[src/rtl/pb_select_sequencer.sv]
// pb_select_sequencer
//
// Drives the one-hot program-block select vector that steers the
// iteration-condition mux. Only one block's IC signals reach the min/max
// comparator matrix at a time. The sequencer walks blocks 0..num-1. Each block
// is held for its programmed dwell count, and the whole schedule is repeated
// rep times.
//
// Ports:
//   clk, rst_n    clock (rising edge) and asynchronous active-low reset
//   cfg_we        write cfg_dwell into dwell table entry cfg_idx (IDLE only)
//   cfg_idx       dwell table entry to write (>= MAX_NO_OF_PROGRAM_BLOCKS ignored)
//   cfg_dwell     dwell in cycles (0 is stored as 1)
//   cfg_num_pb    number of scheduled blocks, sampled at start
//   cfg_repeat    number of schedule passes, sampled at start
//   start         one-cycle run request (honoured only in IDLE without abort)
//   abort         terminates a run immediately; beats start/enable/completion
//   enable        advance qualifier; low freezes the sequencer
//   sel_o         one-hot block select (bit n = block n), zero when not running
//   pb_idx_o      binary index of the selected block
//   busy_o        high while in RUN
//   pb_change_o   one-cycle pulse when sel_o moves to a new block
//   done_o        one-cycle pulse on normal completion
//   state_o       current FSM state (debug observation)
//
// Control protocol: there is no valid/ready handshake. start, abort and cfg_we
// are single-cycle strobes, sampled on every rising edge. They are accepted
// or ignored depending on the current state. No back-pressure is applied.
module pb_select_sequencer #(
  parameter int MAX_NO_OF_PROGRAM_BLOCKS = 12,
  parameter int CNT_WIDTH                = 16,
  parameter int IDX_W                    = $clog2(MAX_NO_OF_PROGRAM_BLOCKS + 1)
) (
  input  logic                                clk,
  input  logic                                rst_n,
  input  logic                                cfg_we,
  input  logic [IDX_W-1:0]                    cfg_idx,
  input  logic [CNT_WIDTH-1:0]                cfg_dwell,
  input  logic [IDX_W-1:0]                    cfg_num_pb,
  input  logic [CNT_WIDTH-1:0]                cfg_repeat,
  input  logic                                start,
  input  logic                                abort,
  input  logic                                enable,
  output logic [MAX_NO_OF_PROGRAM_BLOCKS-1:0] sel_o,
  output logic [IDX_W-1:0]                    pb_idx_o,
  output logic                                busy_o,
  output logic                                pb_change_o,
  output logic                                done_o,
  output logic [1:0]                          state_o
);

  localparam logic [1:0] ST_IDLE = 2'd0;
  localparam logic [1:0] ST_RUN  = 2'd1;
  localparam logic [1:0] ST_DONE = 2'd2;

  localparam logic [IDX_W-1:0]     MAX_IDX = IDX_W'(MAX_NO_OF_PROGRAM_BLOCKS);
  localparam logic [CNT_WIDTH-1:0] CNT_ONE = CNT_WIDTH'(1);
  localparam logic [MAX_NO_OF_PROGRAM_BLOCKS-1:0] SEL_ONE =
    MAX_NO_OF_PROGRAM_BLOCKS'(1);

  logic [1:0]           state;
  logic [CNT_WIDTH-1:0] dwell_tab [MAX_NO_OF_PROGRAM_BLOCKS];
  logic [CNT_WIDTH-1:0] dwell_cnt;
  logic [CNT_WIDTH-1:0] rep_cnt;
  logic [IDX_W-1:0]     num_r;

  logic [IDX_W-1:0]     next_idx;
  logic                 last_blk;
  logic [IDX_W-1:0]     num_clamped;
  logic [CNT_WIDTH-1:0] rep_clamped;
  logic [CNT_WIDTH-1:0] dwell_wr;

  always_comb begin
    next_idx = pb_idx_o + IDX_W'(1);
    // Last block of a pass when the next index would reach num.
    last_blk = (next_idx >= num_r);
    num_clamped = cfg_num_pb;
    if (cfg_num_pb == '0) num_clamped = IDX_W'(1);
    else if (cfg_num_pb > MAX_IDX) num_clamped = MAX_IDX;
    rep_clamped = (cfg_repeat == '0) ? CNT_ONE : cfg_repeat;
    dwell_wr    = (cfg_dwell == '0) ? CNT_ONE : cfg_dwell;
  end

  assign state_o = state;

  always_ff @(posedge clk or negedge rst_n) begin
    if (!rst_n) begin
      state       <= ST_IDLE;
      sel_o       <= '0;
      pb_idx_o    <= '0;
      busy_o      <= 1'b0;
      pb_change_o <= 1'b0;
      done_o      <= 1'b0;
      dwell_cnt   <= '0;
      rep_cnt     <= '0;
      num_r       <= '0;
      for (int i = 0; i < MAX_NO_OF_PROGRAM_BLOCKS; i++) dwell_tab[i] <= CNT_ONE;
    end else begin
      pb_change_o <= 1'b0;
      done_o      <= 1'b0;

      if (state == ST_IDLE && cfg_we && cfg_idx < MAX_IDX)
        dwell_tab[cfg_idx] <= dwell_wr;

      case (state)
        ST_IDLE: begin
          if (start && !abort) begin
            state       <= ST_RUN;
            num_r       <= num_clamped;
            rep_cnt     <= rep_clamped;
            sel_o       <= SEL_ONE;
            pb_idx_o    <= '0;
            dwell_cnt   <= dwell_tab[0];
            busy_o      <= 1'b1;
            pb_change_o <= 1'b1;
          end
        end
        ST_RUN: begin
          if (abort) begin
            state    <= ST_IDLE;
            sel_o    <= '0;
            pb_idx_o <= '0;
            busy_o   <= 1'b0;
          end else if (enable) begin
            if (dwell_cnt > CNT_ONE) begin
              dwell_cnt <= dwell_cnt - CNT_ONE;
            end else if (!last_blk) begin
              sel_o       <= SEL_ONE << next_idx;
              pb_idx_o    <= next_idx;
              dwell_cnt   <= dwell_tab[next_idx];
              pb_change_o <= 1'b1;
            end else if (rep_cnt > CNT_ONE) begin
              sel_o       <= SEL_ONE;
              pb_idx_o    <= '0;
              dwell_cnt   <= dwell_tab[0];
              rep_cnt     <= rep_cnt - CNT_ONE;
              pb_change_o <= 1'b1;
            end else begin
              state    <= ST_DONE;
              sel_o    <= '0;
              pb_idx_o <= '0;
              busy_o   <= 1'b0;
              done_o   <= 1'b1;
            end
          end
        end
        ST_DONE: begin
          // Always returns to IDLE. A start here is dropped, and an abort
          // needs no extra action because done_o is already a single pulse.
          state <= ST_IDLE;
        end
        default: begin
          state    <= ST_IDLE;
          sel_o    <= '0;
          pb_idx_o <= '0;
          busy_o   <= 1'b0;
        end
      endcase
    end
  end

endmodule

[config.mk]
export PLATFORM = sky130hd
export DESIGN_NAME = pb_select_sequencer
export DESIGN_NICKNAME = d
export VERILOG_FILES = /design/src/rtl/pb_select_sequencer.sv
export SDC_FILE = /design/constraint.sdc
export NUM_CORES = 1
export LEC_CHECK = 0
export ABC_AREA = 0
export BUFFER_PORTS_ARGS = -buffer_cell sky130_fd_sc_hd__buf_4
export CAP_MARGIN = 20
export CORE_MARGIN = 5
export CORE_UTILIZATION = 62
export CTS_CLUSTER_SIZE = 10
export DETAILED_ROUTE_END_ITERATION = 8
export PLACE_DENSITY = 0.88
export SLEW_MARGIN = 5
export SYNTH_ARGS = -nofsm -noshare
export SYNTH_HDL_FRONTEND = slang
export SYNTH_SLANG_ARGS = --single-unit
[constraint.sdc]
create_clock -name clk -period 3.83 [get_ports clk]
set_input_delay 0.5745 -clock clk [delete_from_list [all_inputs] [get_ports clk]]
set_output_delay 0.5745 -clock clk [all_outputs]
set_load 0.05 [all_outputs]
After elaboration in Yosys (flattened, before gate mapping) --
Cells that the tools add are included.
Word-level totals: input port bits 46, register bits after elaboration 249, output and inout port bits 21, logic and storage cells 129, bits in latches 0, memory bits (writable) 0, memory bits (read-only) 0, memories kept 0
Cells by class: multiply operators 0, reduce and logical (&&, ||, !) cells 16, $add $sub $neg 3, shifts and indexed selects 1, bitwise operators 3, multiplexer cells 64, div/mod/pow operators 0, equality and inequality tests 13, magnitude comparators 8
Operators by type and width (count):
- 16-bit two-way mux | 17
- 192-bit bitwise mux | 1
- 16-bit binary-select mux with 4-bit select | 1
- 16-bit demux with 4-bit select | 1
- 16-bit case mux with 2 select lines | 2
- 12-bit two-way mux | 5
- 12-bit case mux with 3 select lines | 1
- 16-bit by 1-bit > comparator with 1-bit output (second input constant) | 2
- 16-bit logical NOT | 2
- 16-bit by 1-bit subtractor with 16-bit output (second input constant) | 2
- 4-bit two-way mux | 7
- 1-bit two-way mux | 19
- 2-bit two-way mux | 6
- 3-bit != test (second input constant) | 4
- 4-bit case mux with 3 select lines | 1
- 1-bit by 4-bit left shift with 12-bit output (first input constant) | 1
- 5-bit >= comparator (second input constant) | 2
- 2-bit != test (second input constant) | 5
- 4-bit inverter with 5-bit output | 2
- 5-bit AND reduction | 2
- 7-bit AND reduction | 1
- 6-bit AND reduction | 1
- 5-bit by 1-bit less-than comparator with 1-bit output (second input constant) | 1
- 4-bit by 1-bit adder with 4-bit output (second input constant) | 1
- other kinds (18) | 21

Logic depth before layout (Yosys ltp) --
depth after elaboration 10, depth in mapped cells 15, gate-level depth less buffers 10

Least setup slack after synthesis --
Ideal clock, no wire load.
path kind register to register, from register pb_idx_o[0], to register rep_cnt[1], cell stages (with the launch flop) 14, library setup time 124 ps, buffers on the path 4, arrival time 3647 ps, path slack 59 ps, required time 3706 ps, clock period less this slack 3771 ps, cell sequence dfrtp_1 -> buf_4 -> buf_2 -> buf_2 -> inv_1 -> ha_1 -> ha_1 -> inv_1 -> o21ai_0 -> a41oi_4 -> a211o_2 -> buf_6 -> a211oi_2 -> a21oi_1
Between the ends: word-level cells in the longest chain between the ends 4
Ends and longest elaborated chain:
- start: declaration | line 45 | output logic [IDX_W-1:0] pb_idx_o,
- start signal: assignment | line 129 | pb_idx_o <= next_idx;
- 4-bit by 1-bit adder with 4-bit output | line 74 | next_idx = pb_idx_o + IDX_W'(1);
- 4-bit >= comparator | line 76 | last_blk = (next_idx >= num_r);
- 2-bit != test (no line)
- 7-bit AND reduction (no line)
- end signal: assignment | line 110 | rep_cnt <= rep_clamped;
- end signal: assignment | line 136 | rep_cnt <= rep_cnt - CNT_ONE;
- end: declaration | line 64 | logic [CNT_WIDTH-1:0] rep_cnt;
Every way passes these cells. A chain may end at the register's enable or synchronous reset.

Worst setup path after layout --
from register pb_idx_o[0], to register rep_cnt[0]
The elaborated chain is that of the path after synthesis.

==> metrics <==
outcome finished clean; vias in the first global route between 9000 and 10000; post-synthesis mux area share 25.4%; Core Footprint 20000 µm²; Crit. End Element flip-flop; Clock Sinks 249; global-route usage over all layers 27.0%; Final Cycle Share roughly 83%; final worst path period need 3180 ps; max-slew violation count 0; CTS resizes 0; Synth Area in Simple Gates 10.6%; Post-synth EDFFs 0; compound-gate portion of the synthesized area just under 9%; Hold Path Class primary input to asynchronous set/reset pin; Port Buffers 66; detailed-route DRC error count 0; Lkg Pwr between 6 and 7 nW; maximum vdd ir drop 0.000385 V; Crit path arrival time 3620 ps; number of library cell types mapped by synthesis slightly above 70; register area between 6000 and 7000 µm²; Slew @ Worst Pin 1040 ps; Ys Warns 0; Setup Viol. Count Final 0; Max-Cap Viols 0; fillers 1358; clk slew on worst S/H paths roughly 60 ps; endpoints failing hold 0; Synth Net Count 1080; first-pass GRT wire length around 51 mm; r2r startpoint pb_idx_o[0]; post-route ant nets 0; Syn Area/Cell 12.2 µm²; Worst EP required roughly 4300 ps; multi-input logic area ~6000 µm²; fin cells roughly 1400; Max Fclk 0.314 GHz; largest net degree at the start of global routing 94; Die Y 152 µm; wire per inst 22.8 µm; worst-path maximum fanout 13; Yosys reg bits 249; r2r setup slk 650 ps; Post-Synth Adder-Cell Area around 1.3%; total grt overflow 0; Fin Setup TNS 0 ps; clock tree root driver cell clkbuf_16; antenna violations before repair 0; sequential share of the synthesized area about half; largest family of logic cells by synthesized area multiplexers; clock buffer depth 3; Synth area leaders dfrtp_1 48%, mux2_2 16%, mux4_2 8.7%; Async SR Flop Fraction between 90% and 100%; worst clock skew 17.5 ps; total CTS buffers 28; antenna diode count 0; Gate Count Post-Synth just over 1000; xor/xnor cell area share of the yosys netlist 0.702%; share of the synthesized area in the top cell type 47.5%; via density per instance 6.56; CP startpoint pb_idx_o[0]; Iteration-0 DRC Markers about 900; share of layout cells above drive strength 1 35.3%; post-synth top area cell dfrtp_1; CTS Hold Bufs 0; TritonCTS clock tree yes; GPL Wtd Cong roughly 0.93; nets about 1100; final wirelength 31.1 mm; I/O Pins 67; Initial Util 62.3%; RSZ-0062 raised after global routing no; First-pass DRT Iterations 7; CP Class flip-flop to flip-flop; ys flop type dfrtp_1; DIE AREA 23100 µm²; cell area after synthesis 12500 µm²; clock network latency to the later pin of the worst-skew pair 550 ps; Slew headroom 30.3%; Layout area overhead 12.3%; CP startpoint kind flip-flop; cell area power density 597 nW/µm²; Post-DP HPWL 20.1 mm; vias 8929; num rows 52; H-tree level count 1; postcts setup bufs 0; Die Wd between 150 and 200 µm; Placed Cells incl. Taps 1316
==> power by group <==
group          internal, mW  switching [mW]  leakage, nW  total (mW)
combinational          1.09            1.07         2.55        2.15
clock                  1.35            1.03        0.375        2.38
sequential             3.31           0.517         3.10        3.83
total                  5.75            2.62         6.02        8.37
==> final timing paths <==
check,endpoint,cells after the start
worst max-delay path,rep_cnt[0],11
worst min-delay path,sel_o[7],1
worst max register to register,rep_cnt[0],11
worst min register to register,sel_o[10],2
max in group asynchronous,dwell_tab[72],2
min in group clk,num_r[3],3
==> stage by stage <==
| step | power [mW] | cell area [µm²] | setup slack [ps] | hold slack [ps] | util [%] |
|---|---|---|---|---|---|
| after floorplan | 5.29 | 12500 | 59.1 | 279 | - |
| after global placement | 5.78 | 13200 | 849 | 452 | 66.0 |
| after detailed placement | 5.94 | 13200 | 756 | 459 | 66.0 |
| after CTS | 8.37 | 14000 | 709 | 81.1 | 69.9 |
| after global routing | 8.76 | 14000 | 449 | 112 | 69.9 |
| final | 8.37 | 14000 | 647 | 47.5 | 69.9 |
==> worst max-delay path: stages, from the launching register on <==
cell      delay (ps)
dfrtp_4          500
ha_1             290
xnor2_1          260
inv_2             60
ha_1             260
o21ai_0          230
nor2b_1          270
nor4_1           150
a211oi_2         500
buf_4            280
o21ai_1           80
a21o_1           180
==> cell families (layout without fill, tap and decap cells) <==
group           after synthesis  count (layout)
xor+xnor                     10              10
flops                       249             249
buf+inv                      83             153
fa+ha+maj                    13              13
mux                         234             234
compound gates              169             169
simple gates                263             263
==> cell usage after synthesis, types with 7 or more instances <==
cell type / n
nor4_1: 16
mux2_2: 181
inv_1: 14
a21oi_1: 50
o21ai_0: 47
ha_1: 13
clkbuf_1: 42
dfstp_2: 12
a211oi_1: 9
mux4_2: 48
nand3b_1: 7
nor2_1: 46
buf_2: 12
dfrtp_1: 237
nor3_1: 17
nand3_1: 29
nand2_1: 98
==> layout make-up <==
| type | count | area share [%] |
|---|---|---|
| inverters | 15 | 0.402 |
| well taps | 270 | 2.41 |
| multi-input cells | 689 | 41.8 |
| clock inverters | 1 | 0.214 |
| flip-flops and latches | 249 | 44.6 |
| repair buffers | 93 | 5.13 |
| clock buffers | 44 | 5.43 |
==> sequential cells by signal, summed over array words and instances (netlist names) <==
register	count
num_r	4
rep_cnt	16
busy_o	1
pb_idx_o	4
state_o	2
sel_o	12
done_o	1
dwell_cnt	16
dwell_tab	192
pb_change_o	1
==> layer usage <==
| metal | global-route usage (%) | part of all wire [%] | vias up |
|---|---|---|---|
| met5 | 0 | 0 | - |
| met4 | 9.38 | 3.3 | 0 |
| met3 | 5.06 | 7.6 | 89 |
| met2 | 44.4 | 49 | 429 |
| met1 | 36.5 | 40 | 4513 |
| li1 | - | - | 3898 |
==> layout by cell type, fill, tap and decap left out, types with 6 or more instances in the layout <==
cell type	netlist	routed
dfrtp_1	237	236
mux2_2	181	181
nand2_1	98	98
buf_4	4	91
a21oi_1	50	50
mux4_2	48	48
o21ai_0	47	47
nor2_1	46	46
nand3_1	29	29
clkbuf_16	0	28
nor3_1	17	17
nor4_1	16	16
clkbuf_1	42	16
inv_1	14	14
ha_1	13	12
dfstp_2	12	12
a211oi_1	9	9
nand3b_1	7	7
xnor2_1	6	6
nand2b_1	6	6
nand4_1	6	6
a211o_1	6	6
(Power assumes the default switching activity.)
